===== src/rtl/cpu_types_pkg.sv =====
// Shared types for the pipeline controller: FSM states and per-latch control pair.
package cpu_types_pkg;

  typedef enum logic [1:0] {
    RUN    = 2'd0,
    DRAIN  = 2'd1,
    HALTED = 2'd2
  } pipe_state_t;

  typedef struct packed {
    logic en;
    logic flush;
  } stage_ctrl_t;

  localparam stage_ctrl_t STAGE_ADVANCE = '{en: 1'b1, flush: 1'b0};
  localparam stage_ctrl_t STAGE_FREEZE  = '{en: 1'b0, flush: 1'b0};
  localparam stage_ctrl_t STAGE_BUBBLE  = '{en: 1'b1, flush: 1'b1};
  localparam stage_ctrl_t STAGE_RESET   = '{en: 1'b0, flush: 1'b1};

endpackage


===== src/rtl/sat_counter.sv =====
// Event counter that sticks at all-ones instead of wrapping; clear has priority.
module sat_counter #(
  parameter int W = 32
) (
  input  logic         clk_i,
  input  logic         clear_i,
  input  logic         inc_i,
  output logic [W-1:0] q_o
);

  logic [W-1:0] count_q;

  always_ff @(posedge clk_i) begin
    if (clear_i) begin
      count_q <= '0;
    end else if (inc_i && (count_q != '1)) begin
      count_q <= count_q + W'(1);
    end
  end

  assign q_o = count_q;

endmodule


===== src/rtl/pipeline_ctrl.sv =====
// Turns hazard/cache/halt status into per-latch enable and flush for the 5-stage pipe,
// and tracks the halt drain sequence plus stall/redirect statistics.
module pipeline_ctrl
  import cpu_types_pkg::*;
#(
  parameter int CNT_W        = 32,
  parameter int DRAIN_CYCLES = 1
) (
  input  logic             clk_i,
  input  logic             rst_i,
  input  logic             ihit_i,
  input  logic             dhit_i,
  input  logic             dmemREN_i,
  input  logic             dmemWEN_i,
  input  logic             hazard_i,
  input  logic             branch_i,
  input  logic             jump_i,
  input  logic             mem_halt_i,
  output logic             pc_en_o,
  output logic             if_id_en_o,
  output logic             id_ex_en_o,
  output logic             ex_mem_en_o,
  output logic             mem_wb_en_o,
  output logic             if_id_flush_o,
  output logic             id_ex_flush_o,
  output logic             ex_mem_flush_o,
  output logic             mem_wb_flush_o,
  output logic             halted_o,
  output logic [CNT_W-1:0] stall_cnt_o,
  output logic [CNT_W-1:0] redir_cnt_o
);

  localparam int DW = (DRAIN_CYCLES > 1) ? $clog2(DRAIN_CYCLES) : 1;

  pipe_state_t state_q, state_d;
  logic [DW-1:0] drain_q, drain_d;

  logic memWait;
  logic pcEn;
  stage_ctrl_t ifId, idEx, exMem, memWb;
  logic stallInc, redirInc;

  assign memWait = (dmemREN_i | dmemWEN_i) & ~dhit_i;

  always_ff @(posedge clk_i) begin
    if (rst_i) begin
      state_q <= RUN;
      drain_q <= '0;
    end else begin
      state_q <= state_d;
      drain_q <= drain_d;
    end
  end

  // Priority mux: a stalled memory access freezes everything upstream before any
  // hazard or redirect is considered, since the ID operands may still change.
  always_comb begin
    state_d  = state_q;
    drain_d  = drain_q;
    pcEn     = 1'b1;
    ifId     = STAGE_ADVANCE;
    idEx     = STAGE_ADVANCE;
    exMem    = STAGE_ADVANCE;
    memWb    = STAGE_ADVANCE;
    stallInc = 1'b0;
    redirInc = 1'b0;
    if (rst_i) begin
      pcEn  = 1'b0;
      ifId  = STAGE_RESET;
      idEx  = STAGE_RESET;
      exMem = STAGE_RESET;
      memWb = STAGE_RESET;
    end else begin
      case (state_q)
        RUN: begin
          if (memWait) begin
            pcEn  = 1'b0;
            ifId  = STAGE_FREEZE;
            idEx  = STAGE_FREEZE;
            exMem = STAGE_FREEZE;
            memWb = STAGE_BUBBLE;
          end else if (mem_halt_i) begin
            pcEn    = 1'b0;
            ifId    = STAGE_BUBBLE;
            idEx    = STAGE_BUBBLE;
            exMem   = STAGE_BUBBLE;
            state_d = DRAIN;
            drain_d = DW'(DRAIN_CYCLES - 1);
          end else if (hazard_i) begin
            pcEn = 1'b0;
            ifId = STAGE_FREEZE;
            idEx = STAGE_BUBBLE;
          end else if ((branch_i | jump_i) && ihit_i) begin
            ifId     = STAGE_BUBBLE;
            redirInc = 1'b1;
          end else if (branch_i | jump_i) begin
            pcEn = 1'b0;
            ifId = STAGE_FREEZE;
            idEx = STAGE_BUBBLE;
          end else if (!ihit_i) begin
            pcEn = 1'b0;
            ifId = STAGE_BUBBLE;
          end
          stallInc = ~pcEn;
        end
        DRAIN: begin
          pcEn  = 1'b0;
          ifId  = STAGE_BUBBLE;
          idEx  = STAGE_BUBBLE;
          exMem = STAGE_BUBBLE;
          if (drain_q == '0) begin
            state_d = HALTED;
          end else begin
            drain_d = drain_q - DW'(1);
          end
        end
        HALTED: begin
          pcEn  = 1'b0;
          ifId  = STAGE_FREEZE;
          idEx  = STAGE_FREEZE;
          exMem = STAGE_FREEZE;
          memWb = STAGE_FREEZE;
        end
        default: state_d = RUN;
      endcase
    end
  end

  assign pc_en_o        = pcEn;
  assign if_id_en_o     = ifId.en;
  assign id_ex_en_o     = idEx.en;
  assign ex_mem_en_o    = exMem.en;
  assign mem_wb_en_o    = memWb.en;
  assign if_id_flush_o  = ifId.flush;
  assign id_ex_flush_o  = idEx.flush;
  assign ex_mem_flush_o = exMem.flush;
  assign mem_wb_flush_o = memWb.flush;
  assign halted_o       = (state_q == HALTED) && !rst_i;

  sat_counter #(.W(CNT_W)) u_stall_cnt (
    .clk_i   (clk_i),
    .clear_i (rst_i),
    .inc_i   (stallInc),
    .q_o     (stall_cnt_o)
  );

  sat_counter #(.W(CNT_W)) u_redir_cnt (
    .clk_i   (clk_i),
    .clear_i (rst_i),
    .inc_i   (redirInc),
    .q_o     (redir_cnt_o)
  );

endmodule

===== config.mk =====
export PLATFORM = sky130hd
export DESIGN_NAME = pipeline_ctrl
export DESIGN_NICKNAME = d
export VERILOG_FILES = /design/src/rtl/cpu_types_pkg.sv /design/src/rtl/sat_counter.sv /design/src/rtl/pipeline_ctrl.sv
export SDC_FILE = /design/constraint.sdc
export NUM_CORES = 1
export LEC_CHECK = 0
export BUFFER_PORTS_ARGS = -buffer_cell sky130_fd_sc_hd__buf_4
export CORE_AREA = 2 2 124 126
export DETAILED_ROUTE_END_ITERATION = 6
export DIE_AREA = 0 0 126 128
export HOLD_SLACK_MARGIN = 0.05
export PLACE_DENSITY_LB_ADDON = 0.1
export SLEW_MARGIN = 15
export SYNTH_ARGS = -nofsm -noshare
export SYNTH_HDL_FRONTEND = slang
export SYNTH_SLANG_ARGS = --single-unit

===== constraint.sdc =====
create_clock -name clk_i -period 2.4 [get_ports clk_i]
set_input_delay 0.24 -clock clk_i [delete_from_list [all_inputs] [get_ports clk_i]]
set_output_delay 0.24 -clock clk_i [all_outputs]
set_load 0.005 [all_outputs]

==> After elaboration in Yosys (flattened, before gate mapping) <==
Cells that the tools add are included.
{ "word_totals": {"register_bits": 67, "latch_bits": 0, "ramBits": 0, "rom_bits": 0, "input_bits": 10, "output_inout_bits": 74, "elab_cells": 78, "n_memories": 0} }
{ "op_classes": {"add_sub_neg": 3, "n_mul": 0, "div": 0, "order_cmp": 0, "eq_ne": 7, "n_shift": 0, "muxes": 48, "bitwise_logic": 6, "n_reduce_logical": 10} }
{ "ops": {"columns": ["cell", "count"], "rows": [
  ["$add 32x1->32 const B", 2],
  ["$ne 32x32->1 const B", 2],
  ["$mux 2", 14],
  ["$mux 1", 27],
  ["$pmux 2 s3", 4],
  ["$ne 2x2->1 const B", 3],
  ["$logic_and 1x1->1", 4],
  ["$pmux 1 s2", 2],
  ["$pmux 2 s2", 1],
  ["$reduce_and 4->1", 1],
  ["$not 1->1", 3],
  ["$reduce_and 3->1", 1],
  ["$eq 2x1->1 const B", 1],
  ["$eq 2x2->1 const B", 1],
  ["$logic_not 2->1", 1],
  ["$or 1x1->1", 2],
  ["$reduce_bool 2->1", 1],
  ["$reduce_or 2->1", 1],
  ["$and 1x1->1", 1],
  ["$logic_not 1->1", 1],
  ["$sub 1x1->1 const B", 1]
]} }

==> Depth between registers and ports, before layout <==
{ "logic_depth": {"ltp_word": 12, "ltp_mapped": 9} }

==> Hierarchy <==
A second synthesis with hierarchy kept.
{ "unflattened": {"hier_cells": 427, "hier_area_um2": 3560.9} }
{ "by_module_without_submodules": {"columns": ["module", "n_inst", "cells_per_inst", "area_each_um2", "seq_area_each_um2"], "rows": [
  ["sat_counter (u_redir_cnt)", 1, 199, 1674.1, 640.6],
  ["sat_counter (u_stall_cnt)", 1, 187, 1606.5, 640.6],
  ["pipeline_ctrl", 1, 41, 280.3, 40.0]
]} }

==> Worst setup path after synthesis <==
Ideal clock, no wire load.
{ "synth_timing": {"path_type": "input to register", "start": "input port jump_i", "end": "register u_redir_cnt.count_q[31], in the netlist u_redir_cnt.q_o[31]", "t_arrival_ns": 2.233, "t_required_ns": 2.268, "slack_ns": 0.034, "stages": 9, "path_cell_list": "or2_2 > ha_1 > or4b_4 > or4_1 > a311o_1 > buf_6 > clkbuf_1 > o21ai_0 > a21oi_1"} }
{ "synth_via": {"elab_chain_cells": 9} }
{ "synth_rtl": {"columns": ["element", "line", "source"], "rows": [
  ["start, declared", "pipeline_ctrl.sv:17", "input logic jump_i,"],
  ["$or 1x1->1", "pipeline_ctrl.sv:93", "end else if ((branch_i | jump_i) && ihit_i) begin"],
  ["$logic_and 1x1->1", "pipeline_ctrl.sv:93", null],
  ["$mux 1", "pipeline_ctrl.sv:93", null],
  ["$mux 1", "pipeline_ctrl.sv:89", "end else if (hazard_i) begin"],
  ["$mux 1", "pipeline_ctrl.sv:82", "end else if (mem_halt_i) begin"],
  ["$mux 1", "pipeline_ctrl.sv:76", "if (memWait) begin"],
  ["$mux 1", "pipeline_ctrl.sv:74", "case (state_q)"],
  ["$mux 1", "pipeline_ctrl.sv:67", "if (rst_i) begin"],
  ["$logic_and 1x1->1", "sat_counter.sv:16", "end else if (inc_i && (count_q != '1)) begin"],
  ["end signal, assigned", "sat_counter.sv:17", "count_q <= count_q + W'(1);"],
  ["end, declared", "sat_counter.sv:11", "logic [W-1:0] count_q;"]
]} }
Every way passes these cells.
A chain may end at the register's enable or synchronous reset.

==> Final worst setup path <==
{ "layout_timing": {"start": "register state_q[0]", "end": "register u_stall_cnt.count_q[19], in the netlist u_stall_cnt.q_o[19]"} }
{ "layout_via": {"elab_chain_cells": 4} }
{ "layout_rtl": {"columns": ["element", "line", "source"], "rows": [
  ["start, declared", "pipeline_ctrl.sv:35", "pipe_state_t state_q, state_d;"],
  ["start signal, assigned", "pipeline_ctrl.sv:50", "state_q <= state_d;"],
  ["$logic_not 2->1", "pipeline_ctrl.sv:74", null],
  ["$mux 1", "pipeline_ctrl.sv:74", null],
  ["$mux 1", "pipeline_ctrl.sv:67", null],
  ["$logic_and 1x1->1", "sat_counter.sv:16", null],
  ["end signal, assigned", "sat_counter.sv:17", null],
  ["end, declared", "sat_counter.sv:11", null]
]} }
Every way passes these cells.

==> results by group <==
Timing
  – Worst Tran Pin Value: 0.697 ns
  – Post-layout min period: 2.27 ns
  – Endpoints failing setup: 0
  – Final Hold Fails: 0
  – Period utilization: 94.5%
  – Unrepaired setup endpoints after global routing: no
  – Setup Skew: 0.00354 ns
  – Slew Viols, Final: 0
  – Rel. slew slack: 53.1%
  – Max Fclk: 441 MHz
  – Setup TNS: 0 ns

Synth
  – Async SR Flop Fraction: 0%
  – Post-synthesis compound-gate area fraction: 17.5%
  – Main combinational cell family by area after synthesis: simple AND/OR/NAND/NOR gates
  – Seq cells post-synth: 66
  – Post-Syn Area: 0.00362 mm2
  – Warnings, synthesis: 0
  – Simple-gate portion of the synthesized area: 35.3%
  – Post-Syn Instances: 453
  – Largest area contributor in the netlist: dfxtp_1
  – Post-synthesis cell type count: 50
  – Post-synthesis mux area share: 3.98%
  – Xor-xnor portion of the synthesized cell area: 1.21%
  – Most frequent cells after synthesis: dfxtp_1 (66), a21oi_1 (43), nor2_1 (35), nand2_1 (34)
  – Top-count cell post-synth: dfxtp_1
  – Number of flops mapped to enable cells by yosys: 0
  – Prevailing post-synth register cell: dfxtp_1
  – Top cells by area, synth: dfxtp_1 (37%), a21oi_1 (5.9%), or3_1 (4.3%), nand3_1 (4.0%), o21ai_0 (4.0%)
  – Share of the synthesized area in the top cell type: 36.5%
  – Register area share after synthesis: 36.5%
  – Synthesized area per cell: 7.99 um2
  – Synthesized Nets: 467
  – Adder-cell share of the synthesized area: 1.38%

Placement
  – Dpl hpwl: 8390 um
  – GP Congestion: 0.801
  – Placed Cells incl. Taps: 745
  – I/O Buffers: 83

Die
  – Die Area: 0.0161 mm2
  – Effective utilization at floorplan: 24.3%
  – # IOs: 84
  – Die height: 128 um
  – Chip Width: 126 um
  – Core area: 0.0149 mm2
  – Row cnt: 45

Global route
  – Largest net degree at the start of global routing: 43
  – Tot GR Track Use: 14.5%
  – First-pass GRT wire length: 19,000 um
  – Initial antenna violation count: 0
  – Number of global-route vias before repair: 3,726
  – Gr ovfl total: 0

Drt
  – DR vias/cell: 5.20
  – WL final: 11,600 um
  – First-pass DRT Iterations: 6
  – # DRC: 0
  – Wire per inst: 15.2 um
  – Via count: 3,968
  – Routed Antenna Nets: 0
  – First DRT Iteration DRCs: 182

Clocking
  – CTS Buf Count: 9
  – Clock sink count: 66
  – Longest Clk Path Bufs: 2
  – CTS tree: built
  – Clock-pin slew on the worst setup and hold paths: 0.05 ns
  – H-tree depth: 3
  – CTS root buffer: clkbuf_16
  – Worst skew pair latency: 0.34 ns

Worst setup path
  – Worst setup EP type: register
  – WS Path Type: reg2reg
  – Worst Path Required: 2.67 ns
  – Critical path launch point type: register
  – Crit path arrival time: 2.54 ns
  – CP max FO: 8

Final layout
  – Final #Nets: 584
  – Ant diodes: 0
  – Layout cells sized above 1: 29.4%
  – Fin cells: 763
  – Layout area overhead: 39.7%

Power
  – Total chip power: 2600 uW
  – Worst vdd ir: 0.000330 V
  – Pleak: 0.00184 uW
  – Power Dens Cells: 513 mW/mm2

Status
  – Run status: complete, no violations

Worst hold path
  – HP Class: in2reg

Run
  – Max Cap Violations: 0
-- layout make-up --
cell class | count | area, um2
Clock inverter | 1 | 5.00
Clock buffer | 15 | 298
Fill cell | 1604 | 9810
Sequential cell | 66 | 1320
Inverter | 9 | 33.8
Timing Repair Buffer | 128 | 973
Multi-Input combinational cell | 356 | 2190
Tap cell | 188 | 235
-- metrics by stage --
stage	util (%)	hold WS, ns	cell area (um2)	worst slack, ns
finish	34.0	0.272	5060	0.133
global route	34.0	0.272	5060	0.0110
CTS	33.8	0.261	5020	0.00512
detailed placement	31.6	0.497	4700	-0.368
global placement	31.6	0.499	4700	-0.314
floorplan	-	0.386	3620	0.0343
-- power by group --
part | total, uW | leakage (uW) | switching (uW) | internal (uW)
combinational | 163 | 0.00116 | 89.6 | 73.2
clock | 1330 | 0.000152 | 487 | 839
sequential | 1110 | 0.000532 | 4.52 | 1100
-- registers in the layout, indices dropped and copies added (netlist names) --
signal	cells
state_q	2
u_stall_cnt.q_o	32
u_redir_cnt.q_o	32
-- routing by layer --
layer | vias up | share of wire (%) | track usage, %
met5 | - | 0 | 0
met4 | 0 | 1.3 | 4.72
li1 | 1967 | - | -
met1 | 1906 | 46 | 17.8
met3 | 10 | 4.4 | 3.42
met2 | 85 | 49 | 25.0
-- timing repair --
action	in CTS	in global routing
resized for setup	3	4
setup buffers	0	1
hold buffers	0	0
setup endpoints to repair	15	15
cloned	0	1
pin swaps	0	1
-- cell usage in the layout (no fill, tap or decap), types with 4 or more instances in the layout --
master / count
buf_4: 127
nor2_1: 35
mux2_2: 11
nand4_1: 22
dfxtp_1: 66
nor3_1: 10
and4_1: 6
or2_2: 4
xor2_1: 4
a21oi_1: 43
and2_1: 4
and3_1: 6
ha_1: 4
clkbuf_8: 5
or3_1: 25
o31ai_1: 15
nand2_1: 33
clkbuf_16: 9
inv_1: 9
nand3_1: 28
nor2b_1: 11
nor4_1: 10
or4_1: 18
o21ai_0: 29
-- worst max-delay path, stage by stage (launching register included) --
cell,delay [ns]
dfxtp_1,0.30
or2_1,0.25
buf_4,0.18
a311oi_2,0.29
buf_4,0.20
nand2_2,0.14
buf_4,0.21
or4_1,0.47
a21oi_1,0.14
-- kinds of logic after synthesis --
family,Yosys count
xor gates and xnor gates,5
and+or+nand+nor,227
adders and majority gates,4
AOI/OAI and AO/OA,106
DFF,66
muxes,13
buffers and inverters,32
-- path summary, 6_finish.rpt --
kind                       start                   to  slack [ns]  cells past startpoint
max                   state_q[0]  u_stall_cnt.q_o[19]        0.13                      8
min                   mem_halt_i           state_q[0]        0.27                      3
max reg2reg           state_q[0]  u_stall_cnt.q_o[19]        0.13                      8
min reg2reg  u_stall_cnt.q_o[10]  u_stall_cnt.q_o[10]        0.50                      2
(Power assumes the default switching activity.)
